[config.mk]
export PLATFORM = sky130hd
export DESIGN_NAME = ram_portb_arbiter
export DESIGN_NICKNAME = d
export VERILOG_FILES = /design/src/rtl/ram_arb_pkg.sv /design/src/rtl/arb_starve_counter.sv /design/src/rtl/ram_portb_arbiter.sv
export SDC_FILE = /design/constraint.sdc
export NUM_CORES = 1
export LEC_CHECK = 0
export ABC_AREA = 0
export BUFFER_PORTS_ARGS = -buffer_cell sky130_fd_sc_hd__buf_2
export CORE_ASPECT_RATIO = 0.7
export CORE_MARGIN = 3
export CORE_UTILIZATION = 38
export DETAILED_ROUTE_END_ITERATION = 16
export GPL_ROUTABILITY_DRIVEN = 0
export PLACE_DENSITY = 0.73
export SLEW_MARGIN = 20
export SYNTH_ARGS = -nofsm -noshare
export SYNTH_HDL_FRONTEND = slang
export SYNTH_SLANG_ARGS = --single-unit
[constraint.sdc]
create_clock -name clock -period 1.95 [get_ports clock]
set_input_delay 0.39 -clock clock [delete_from_list [all_inputs] [get_ports clock]]
set_output_delay 0.39 -clock clock [all_outputs]
set_load 0.005 [all_outputs]
[src/rtl/ram_arb_pkg.sv]
// rtl/ram_arb_pkg.sv - shared widths and grant-owner encoding for the port-B arbiter
// Purpose: one place for the RAM port-B address/data widths, the starve counter
//          width and the owner encoding used by the arbiter and its users.
// Ports:   none (package).
package ram_arb_pkg;

  localparam int unsigned ADDR_W   = 12;
  localparam int unsigned DATA_W   = 16;
  localparam int unsigned STARVE_W = 8;

  typedef enum logic [1:0] {
    OWN_NONE = 2'd0,
    OWN_VGA  = 2'd1,
    OWN_HOST = 2'd2
  } owner_e;

endpackage

[src/rtl/arb_starve_counter.sv]
// rtl/arb_starve_counter.sv - counts host-denied cycles and forces a host grant
// Purpose: counts consecutive cycles where the host requests but is not granted,
//          saturating at STARVE_MAX; force_host is raised once the count reaches it.
// Ports:   clock, Reset (async, active-low); host_req, host_ack in;
//          force_host out (combinational from the registered count).
module arb_starve_counter
  import ram_arb_pkg::*;
#(
  parameter int unsigned STARVE_MAX = 8
) (
  input  logic clock,
  input  logic Reset,
  input  logic host_req,
  input  logic host_ack,
  output logic force_host
);

  localparam logic [STARVE_W-1:0] MAX_CNT = STARVE_W'(STARVE_MAX);

  logic [STARVE_W-1:0] count_q;
  logic [STARVE_W-1:0] count_d;

  always_comb begin
    count_d = count_q;
    if (!host_req || host_ack) begin
      count_d = '0;
    end else if (count_q < MAX_CNT) begin
      count_d = count_q + STARVE_W'(1);
    end
  end

  always_ff @(posedge clock or negedge Reset) begin
    if (!Reset) begin
      count_q <= '0;
    end else begin
      count_q <= count_d;
    end
  end

  // Depends only on registered state, so the grant logic has no loop through it.
  assign force_host = (count_q == MAX_CNT);

endmodule

[src/rtl/ram_portb_arbiter.sv]
// rtl/ram_portb_arbiter.sv - two-requester arbiter for the shared RAM port B
// Purpose: grants VGA reads or host reads/writes one per cycle onto RAM port B,
//          VGA first unless the host has starved for STARVE_MAX cycles; returns
//          read data with a one-cycle valid pulse to the owner of the grant.
// Ports:   clock, Reset (async, active-low);
//          vga_req/vga_addr in, vga_ack/vga_valid/vga_rdata out;
//          host_req/host_we/host_addr/host_wdata in, host_ack/host_valid/host_rdata out;
//          ram_addr_b/ram_data_b/ram_we_b out, ram_q_b in (1-cycle registered read).
module ram_portb_arbiter
  import ram_arb_pkg::*;
#(
  parameter int unsigned STARVE_MAX = 8
) (
  input  logic              clock,
  input  logic              Reset,
  input  logic              vga_req,
  input  logic [ADDR_W-1:0] vga_addr,
  output logic              vga_ack,
  output logic              vga_valid,
  output logic [DATA_W-1:0] vga_rdata,
  input  logic              host_req,
  input  logic              host_we,
  input  logic [ADDR_W-1:0] host_addr,
  input  logic [DATA_W-1:0] host_wdata,
  output logic              host_ack,
  output logic              host_valid,
  output logic [DATA_W-1:0] host_rdata,
  output logic [ADDR_W-1:0] ram_addr_b,
  output logic [DATA_W-1:0] ram_data_b,
  output logic              ram_we_b,
  input  logic [DATA_W-1:0] ram_q_b
);

  owner_e            owner_q, owner_d;
  logic              host_we_q, host_we_d;
  logic [DATA_W-1:0] vga_rdata_q, vga_rdata_d;
  logic [DATA_W-1:0] host_rdata_q, host_rdata_d;
  logic              force_host;
  logic              host_rd_done;

  arb_starve_counter #(
    .STARVE_MAX (STARVE_MAX)
  ) u_starve (
    .clock      (clock),
    .Reset      (Reset),
    .host_req   (host_req),
    .host_ack   (host_ack),
    .force_host (force_host)
  );

  // Grant decision and port-B drive for the current cycle.
  always_comb begin
    host_ack   = host_req && (!vga_req || force_host);
    vga_ack    = vga_req && !host_ack;
    owner_d    = OWN_NONE;
    host_we_d  = 1'b0;
    ram_addr_b = '0;
    ram_data_b = '0;
    ram_we_b   = 1'b0;
    if (host_ack) begin
      owner_d    = OWN_HOST;
      host_we_d  = host_we;
      ram_addr_b = host_addr;
      ram_data_b = host_we ? host_wdata : '0;
      ram_we_b   = host_we;
    end else if (vga_ack) begin
      owner_d    = OWN_VGA;
      ram_addr_b = vga_addr;
    end
  end

  // Response side: the registered owner selects who sees ram_q_b this cycle.
  always_comb begin
    vga_valid    = (owner_q == OWN_VGA);
    host_valid   = (owner_q == OWN_HOST);
    host_rd_done = host_valid && !host_we_q;
    vga_rdata    = vga_valid ? ram_q_b : vga_rdata_q;
    host_rdata   = host_rd_done ? ram_q_b : host_rdata_q;
    vga_rdata_d  = vga_rdata;
    host_rdata_d = host_rdata;
  end

  // Async clear drops any read in flight: owner returns to NONE at once.
  always_ff @(posedge clock or negedge Reset) begin
    if (!Reset) begin
      owner_q      <= OWN_NONE;
      host_we_q    <= 1'b0;
      vga_rdata_q  <= '0;
      host_rdata_q <= '0;
    end else begin
      owner_q      <= owner_d;
      host_we_q    <= host_we_d;
      vga_rdata_q  <= vga_rdata_d;
      host_rdata_q <= host_rdata_d;
    end
  end

endmodule

* After elaboration in Yosys (flattened, before gate mapping)
Index checks and enable logic that the tools add are counted.
** Operators by class
- Order comparisons :: 1
- Mux-type cells :: 11
- Add/subtract/negate cells :: 1
- Reduce and logical (&&, ||, !) cells :: 10
- Equal/unequal tests :: 3
** Operators by type and width (count)
- 16-bit two-way mux :: 4
- 12-bit two-way mux :: 2
- 8-bit two-way mux :: 2
- 8-bit by 1-bit adder with 8-bit output, second input constant :: 1
- 8-bit by 4-bit equality test with 1-bit output, second input constant :: 1
- 8-bit by 4-bit less-than comparator with 1-bit output, second input constant :: 1
- 1-bit logical NOT :: 4
- 1-bit logical AND :: 3
- 2-bit by 1-bit equality test with 1-bit output, second input constant :: 1
- 2-bit equality test, second input constant :: 1
- 1-bit logical OR :: 2
- 1-bit two-way mux :: 2
- 2-bit two-way mux :: 1
- 2-bit nonzero test :: 1
** Storage, ports and cells
- Output and inout bits :: 65
- Register bits after elaboration :: 43
- Logic and storage cells :: 31

* Longest topological paths before layout
Gate-level depths: netlist of the first run.
- Depth after elaboration :: 7
- Mapped depth :: 8
- Mapped depth without buffers :: 6

* By module
A second synthesis of the first run with hierarchy kept.
** Unflattened totals
- Cells, all modules :: 149
- Area total of the unflattened synthesis :: 1998.2 sq um
** By module, submodules not included
- ram_portb_arbiter :: times used 1, area each 1625.3 sq um, cells an instance 115
- arb_starve_counter :: times used 1, area each 372.9 sq um, cells an instance 34

* Worst setup path after synthesis of the first run
No wires, ideal clock.
- Path type :: register -> output
- From :: reg u_starve.count_q[6]
- To :: out ram_data_b[10]
- Arrival :: 1644 ps
- Path buffers :: 3
- Required time :: 1560 ps
- Path slack :: -84 ps
- Cell stages (with the launch flop) :: 8
- Cells stage by stage :: dfrtp_1 -> or4_1 -> buf_2 -> o21ai_2 -> and3_1 -> buf_4 -> buf_6 -> and2_1
** Between the ends
- Word-level cells in the longest chain between the ends :: 4
** RTL lines
- start, declared :: line arb_starve_counter.sv:20 : logic [STARVE_W-1:0] count_q;
- start signal, assigned :: line arb_starve_counter.sv:36 : count_q <= count_d;
- 8-bit by 4-bit equality test with 1-bit output :: line arb_starve_counter.sv:41 : assign force_host = (count_q == MAX_CNT);
- 1-bit logical OR :: line ram_portb_arbiter.sv:53 : host_ack = host_req && (!vga_req || force_host);
- 1-bit logical AND :: line ram_portb_arbiter.sv:53
- 16-bit two-way mux :: line ram_portb_arbiter.sv:60 : if (host_ack) begin
- end, declared :: line ram_portb_arbiter.sv:29 : output logic [DATA_W-1:0] ram_data_b,
Every way passes these cells.

* Worst setup path after layout of the first run
- From :: reg u_starve.count_q[6]
- To :: out ram_addr_b[5]
** Between the ends
- Word-level cells in the longest chain between the ends :: 7
** RTL lines
- 8-bit by 4-bit equality test with 1-bit output * :: line arb_starve_counter.sv:41
- 1-bit logical OR * :: line ram_portb_arbiter.sv:53
- 1-bit logical AND * :: line ram_portb_arbiter.sv:53
- 1-bit logical NOT :: line ram_portb_arbiter.sv:54 : vga_ack = vga_req && !host_ack;
- 1-bit logical AND :: line ram_portb_arbiter.sv:54
- 12-bit two-way mux :: line ram_portb_arbiter.sv:66 : end else if (vga_ack) begin
- 12-bit two-way mux * :: line ram_portb_arbiter.sv:60
- end, declared :: line ram_portb_arbiter.sv:28 : output logic [ADDR_W-1:0] ram_addr_b,
Every way passes the cells marked *; elsewhere a longest branch is shown, timed or not.

==> results of run 1 <==
==> logic make-up after synthesis <==
group                      Yosys count  share of synthesized area
xor gates and xnor gates             1                    0.00457
DFF                                 43                      0.562
muxes                               32                      0.188
adders and majority gates            2                     0.0131
and+or+nand+nor                     38                      0.116
buffers and inverters               12                     0.0333
AOI/OAI and AO/OA                   20                     0.0830
==> final cells by class <==
| cell class | count | area (µm²) |
|---|---|---|
| clock buffer | 6 | 82.6 |
| clock inverter | 1 | 5.00 |
| fill | 343 | 1470 |
| inverter | 3 | 11.3 |
| multi-input combinational | 96 | 910 |
| sequential | 43 | 1080 |
| tap | 66 | 82.6 |
| timing repair buffer | 147 | 972 |
==> layer usage <==
metal,part of all wire,GRT usage,routed length (µm)
met4,0.0025,0.0357,14
met1,0.46,0.243,2530
met5,0,0,0
met2,0.49,0.276,2670
met3,0.051,0.0515,283
==> cell usage in the layout (no fill, tap or decap), types with 2 or more instances in the layout <==
master,synthesis,layout
dfrtp_1,43,43
mux2_2,32,16
nor2_1,5,4
and2_1,17,10
and2_4,0,8
buf_2,3,102
nand2b_1,2,2
buf_6,1,25
nand2_1,2,2
mux2_4,0,16
a21oi_1,2,2
buf_4,2,18
inv_1,3,3
and3_1,5,4
and3_4,0,2
ha_1,2,2
a22o_1,12,12
clkbuf_8,0,6
==> stage by stage <==
step | setup TNS (ns) | power, W
6_report | -12.13 | 0.00228
5_1_grt | -16.06 | 0.00242
3_3_place_gp | -1.85 | 0.00153
2_1_floorplan | -0.892 | 0.00127
4_1_cts | -13.16 | 0.00227
3_5_place_dp | -2.89 | 0.00155
==> where the power goes <==
group          internal [W]  switching [W]
sequential          0.00101      0.0000307
clock              0.000278       0.000266
combinational      0.000442       0.000256
total               0.00173       0.000553
==> how the worst min path moves through the flow <==
stage | from | endpoint | slack (ns)
final | Reset | vga_rdata_q[5] | 0.05
after global routing | Reset | vga_rdata_q[15] | 0.08
after CTS | Reset | vga_rdata_q[15] | 0.06
after detailed placement | Reset | vga_rdata_q[5] | 0.38
after global placement | Reset | vga_rdata_q[5] | 0.37
after floorplan | Reset | host_rdata_q[0] | 0.09
==> timing repair <==
action / 4_1_cts / 5_1_grt
pin swaps: 5 / 8
gates cloned: 1 / 3
setup buffers: 9 / 4
resized for setup: 40 / 18
hold buffers: 0 / 0
endpoints found under the setup margin: 47 / 63
==> state kept, by name (all words and copies together), names as in the netlist <==
signal,cells
host_rdata_q,16
u_starve.count_q,8
host_we_q,1
owner_q,2
vga_rdata_q,16
==> impl_metrics.tcl, run 1 <==
set metrics [dict create \
    dr.pass1.iters 4 \
    cp_num_cells 5 \
    cts-htree-levels 2 \
    drc 0 \
    slew_violations 0 \
    slowest_stage "or4_4" \
    yosysUniqueCellTypes 29 \
    synth_top_cells_by_area "dfrtp_1, mux2_2, and2_1" \
    powerDensity_nw_per_um2 726 \
    fmax_mhz 426 \
    final_core_util 0.682 \
    layout-area-overhead-vs-synth_pct 63.9 \
    finalHoldViolCount 0 \
    via_count 1697 \
    yosysWarnings 0 \
    hpwlAfterDp_um 3870 \
    worstMarginPinSlew_ns 0.466 \
    r2r-end "owner_q[1]" \
    skew_ns 0.00293 \
    place_ws_ns -0.139 \
    critPathBufInv 1 \
    avgSynthCellArea_um2 12.9 \
    r2r_setup_slack_ns 0.24 \
    numCtsBuffers 5 \
    crit_arrival_ns 1.96 \
    setup_slack_ns -0.397 \
    drive_gt1_frac 0.682 \
    endpoint "ram_addr_b[5]" \
    finalSetupViolations 47 \
    postRouteAntennaNets 0 \
    ys_seq_elements 43 \
    worst_hold_slack_ns 0.0515 \
    place_area_um2 2690 \
    end_kind "output pin" \
    timing.rr.start "u_starve.count_q[6]" \
    portBuffers 125 \
    track_usage 0.176 \
    finalCritPeriodShare 1.20 \
    wl_per_cell_um 15.2 \
    holdCritPathClass "input pin to asynchronous set/reset pin" \
    cts.sinks 43 \
    cts_tree "built" \
    place_inst 340 \
    fin_crit_ns 2.35 \
    status "finished with violations" \
    grt_overflow 0 \
    clk_pin_slew_ns 0.07 \
    synth_common_cells "dfrtp_1, mux2_2, and2_1" \
    vdd_drop_max_v 0.000511 \
    path_delay_family "simple AND/OR/NAND/NOR gates" \
    diodes 0 \
    post_layout_nonfiller_instances 362 \
    rsz0062_at_grt "yes" \
    viasPerCell 4.69 \
    grt_start_max_net_pins 23 \
    routed_wl_um 5500 \
    crit_fanout 7 \
    finalNetCount 359 \
    crit_type "flop to output pin" \
    drtIter0Drc 42 \
    netlist_instances 148 \
    path_cells "or4_4 > o21ai_4 > and2_4 > a22o_1 > buf_2" \
    grt_antenna_before_repair 0 \
    dieArea_um2 5940 \
    synth_ff_type "dfrtp_1" \
    cts_root_buf "clkbuf_8" \
    synthMostInstantiatedCell "dfrtp_1" \
    insertion_delay_ns 0.28 \
    fp.coreArea_um2 4600 \
    grt_pass1_wl_um 8310 \
    yosysTopAreaCell "dfrtp_1" \
    slew_headroom 0.690 \
    die-height_um 65.4 \
    crit_start "u_starve.count_q[6]" \
    failed_checks "setup timing" \
    p_leak_nw 1.68 \
    ioPinCount 126 \
    cap_violations 0 \
    critPathMaxStageDelay_ns 0.57 \
    critPathRequiredTime_ns 1.56 \
    yosysTopAreaCellShare 0.562 \
    synth_edf_count 0 \
    synth_nets 211 \
    reg2regPathDepth 6 \
    fp.dieW_um 90.9 \
    cts_buffer_depth 2 \
    ys_seq_area_frac 0.562 \
    first_global_vias 1654 \
    synthArstFlopShare 1.00 \
    cp-start-kind "flop" \
    initial_core_util 0.416 \
    rows 20 \
    fin_area_um2 3140 \
    netlist_area_um2 1920 \
]
No activity file was read; power rests on OpenSTA's default activity.
==> run 2: changes to the inputs <==
CORE_ASPECT_RATIO = default   (was 0.7)
TNS_END_PERCENT = 1   (was default)
==> impl_metrics.tcl, run 2 (synthesized netlist as in run 1, its figures left out) <==
set metrics [dict create \
    vdd_drop_max_v 0.000385 \
    cts_root_buf "clkbuf_8" \
    drive_gt1_frac 0.666 \
    wl_per_cell_um 13.8 \
    post_layout_nonfiller_instances 361 \
    via_count 1685 \
    dieArea_um2 5930 \
    setup_slack_ns -0.413 \
    end_kind "output pin" \
    finalSetupViolations 47 \
    routed_wl_um 4980 \
    critPathBufInv 1 \
    powerDensity_nw_per_um2 792 \
    wl_met1_um 2010 \
    place_ws_ns -0.241 \
    path_cells "or4_4 > nor2_1 > a21boi_4 > a22o_1 > buf_2" \
    cts_tree "built" \
    postRouteAntennaNets 0 \
    drc 0 \
    initial_core_util 0.400 \
    slowest_stage "or4_4" \
    track_usage 0.171 \
    slew_headroom 0.652 \
    finalNetCount 355 \
    insertion_delay_ns 0.29 \
    crit_arrival_ns 1.97 \
    critPathMaxStageDelay_ns 0.57 \
    skew_ns 0.00611 \
    top_layer_used "met4" \
    fp.dieW_um 77 \
    crit_type "flop to output pin" \
    failed_checks "setup timing" \
    grt_start_max_net_pins 44 \
    fmax_mhz 423 \
    die-height_um 77 \
    fp.coreArea_um2 4790 \
    status "finished with violations" \
    grt_overflow 0 \
    worst_hold_slack_ns 0.163 \
    numCtsBuffers 5 \
    finalHoldViolCount 0 \
    wl_met3_um 496 \
    critPathRequiredTime_ns 1.56 \
    cp-start-kind "flop" \
    mostFrequentLayoutCell "buf_2" \
    cap_violations 0 \
    hpwlAfterDp_um 3780 \
    rsz0062_at_grt "yes" \
    clk_pin_slew_ns 0.08 \
    path_delay_family "simple AND/OR/NAND/NOR gates" \
    grt_pass1_wl_um 8260 \
    reg_top3 "host_rdata_q (16), vga_rdata_q (16), u_starve.count_q (8)" \
    worstMarginPinSlew_ns 0.522 \
    cts-htree-levels 2 \
    power_w 0.00241 \
    portBuffers 125 \
    wl_met2_um 2390 \
    ioPinCount 126 \
    grt_antenna_before_repair 1 \
    fin_crit_ns 2.36 \
    slew_violations 0 \
    rows 25 \
    place_inst 350 \
    cts.sinks 43 \
    first_global_vias 1794 \
    crit_fanout 13 \
    holdCritPathClass "input pin to asynchronous set/reset pin" \
    drtIter0Drc 22 \
    viasPerCell 4.67 \
    layout-area-overhead-vs-synth_pct 59.2 \
    cts_buffer_depth 2 \
    dr.pass1.iters 6 \
    p_leak_nw 1.64 \
    layout_common_cells "buf_2, dfrtp_1, mux2_2, buf_4, and2_1" \
    finalCritPeriodShare 1.21 \
]
[run 2: repair_timing]
item                                    4_1_cts  5_1_grt
cloned                                        0        0
resized for setup                            30        4
hold buffers                                  0        0
pin swaps                                    15        2
endpoints found under the setup margin       47       47
setup buffers                                 1        1
[run 2: metrics by stage]
step	util	TNS, ns	instance area (µm²)
CTS	0.631	-13.96	3020
finish	0.637	-12.35	3050
global placement	0.573	-4.91	2740
floorplan	-	-1.03	1930
detailed placement	0.573	-5.30	2740
global route	0.637	-17.10	3050
[run 2: layout make-up]
class                           instances  area (µm²)
Antenna cell                            1        2.50
Clock buffer                            6        72.6
Clock inverter                          2        60.1
Fill cell                             394        1740
Inverter                                3        11.3
Multi-Input combinational cell         93         861
Sequential cell                        43        1080
Tap cell                               67        83.8
Timing Repair Buffer                  146         882
[run 2: worst paths after layout]
path	start	to	slack (ns)	cells after the start
min in group clock	ram_q_b[9]	host_rdata_q[9]	0.35	2
hold reg to reg	vga_rdata_q[0]	vga_rdata_q[0]	0.50	1
hold / removal	Reset	host_rdata_q[12]	0.16	2
max in group asynchronous	Reset	u_starve.count_q[2]	1.43	2
setup / recovery	u_starve.count_q[6]	ram_addr_b[1]	-0.41	5
setup reg to reg	u_starve.count_q[6]	u_starve.count_q[2]	0.26	5
[run 2: where the power goes]
group	internal (W)	switching, W	total [W]	leakage (nW)
combinational	0.000352	0.000226	0.000578	1.05
clock	0.000512	0.000287	0.000798	0.0654
sequential	0.00101	0.0000305	0.00104	0.525
total	0.00187	0.000544	0.00241	1.64
[run 2: metal layers]
layer / up-vias / global-route usage
li1: 803 / -
met1: 772 / 0.205
met2: 102 / 0.288
met3: 8 / 0.0528
met4: 0 / 0.0676
met5: - / 0
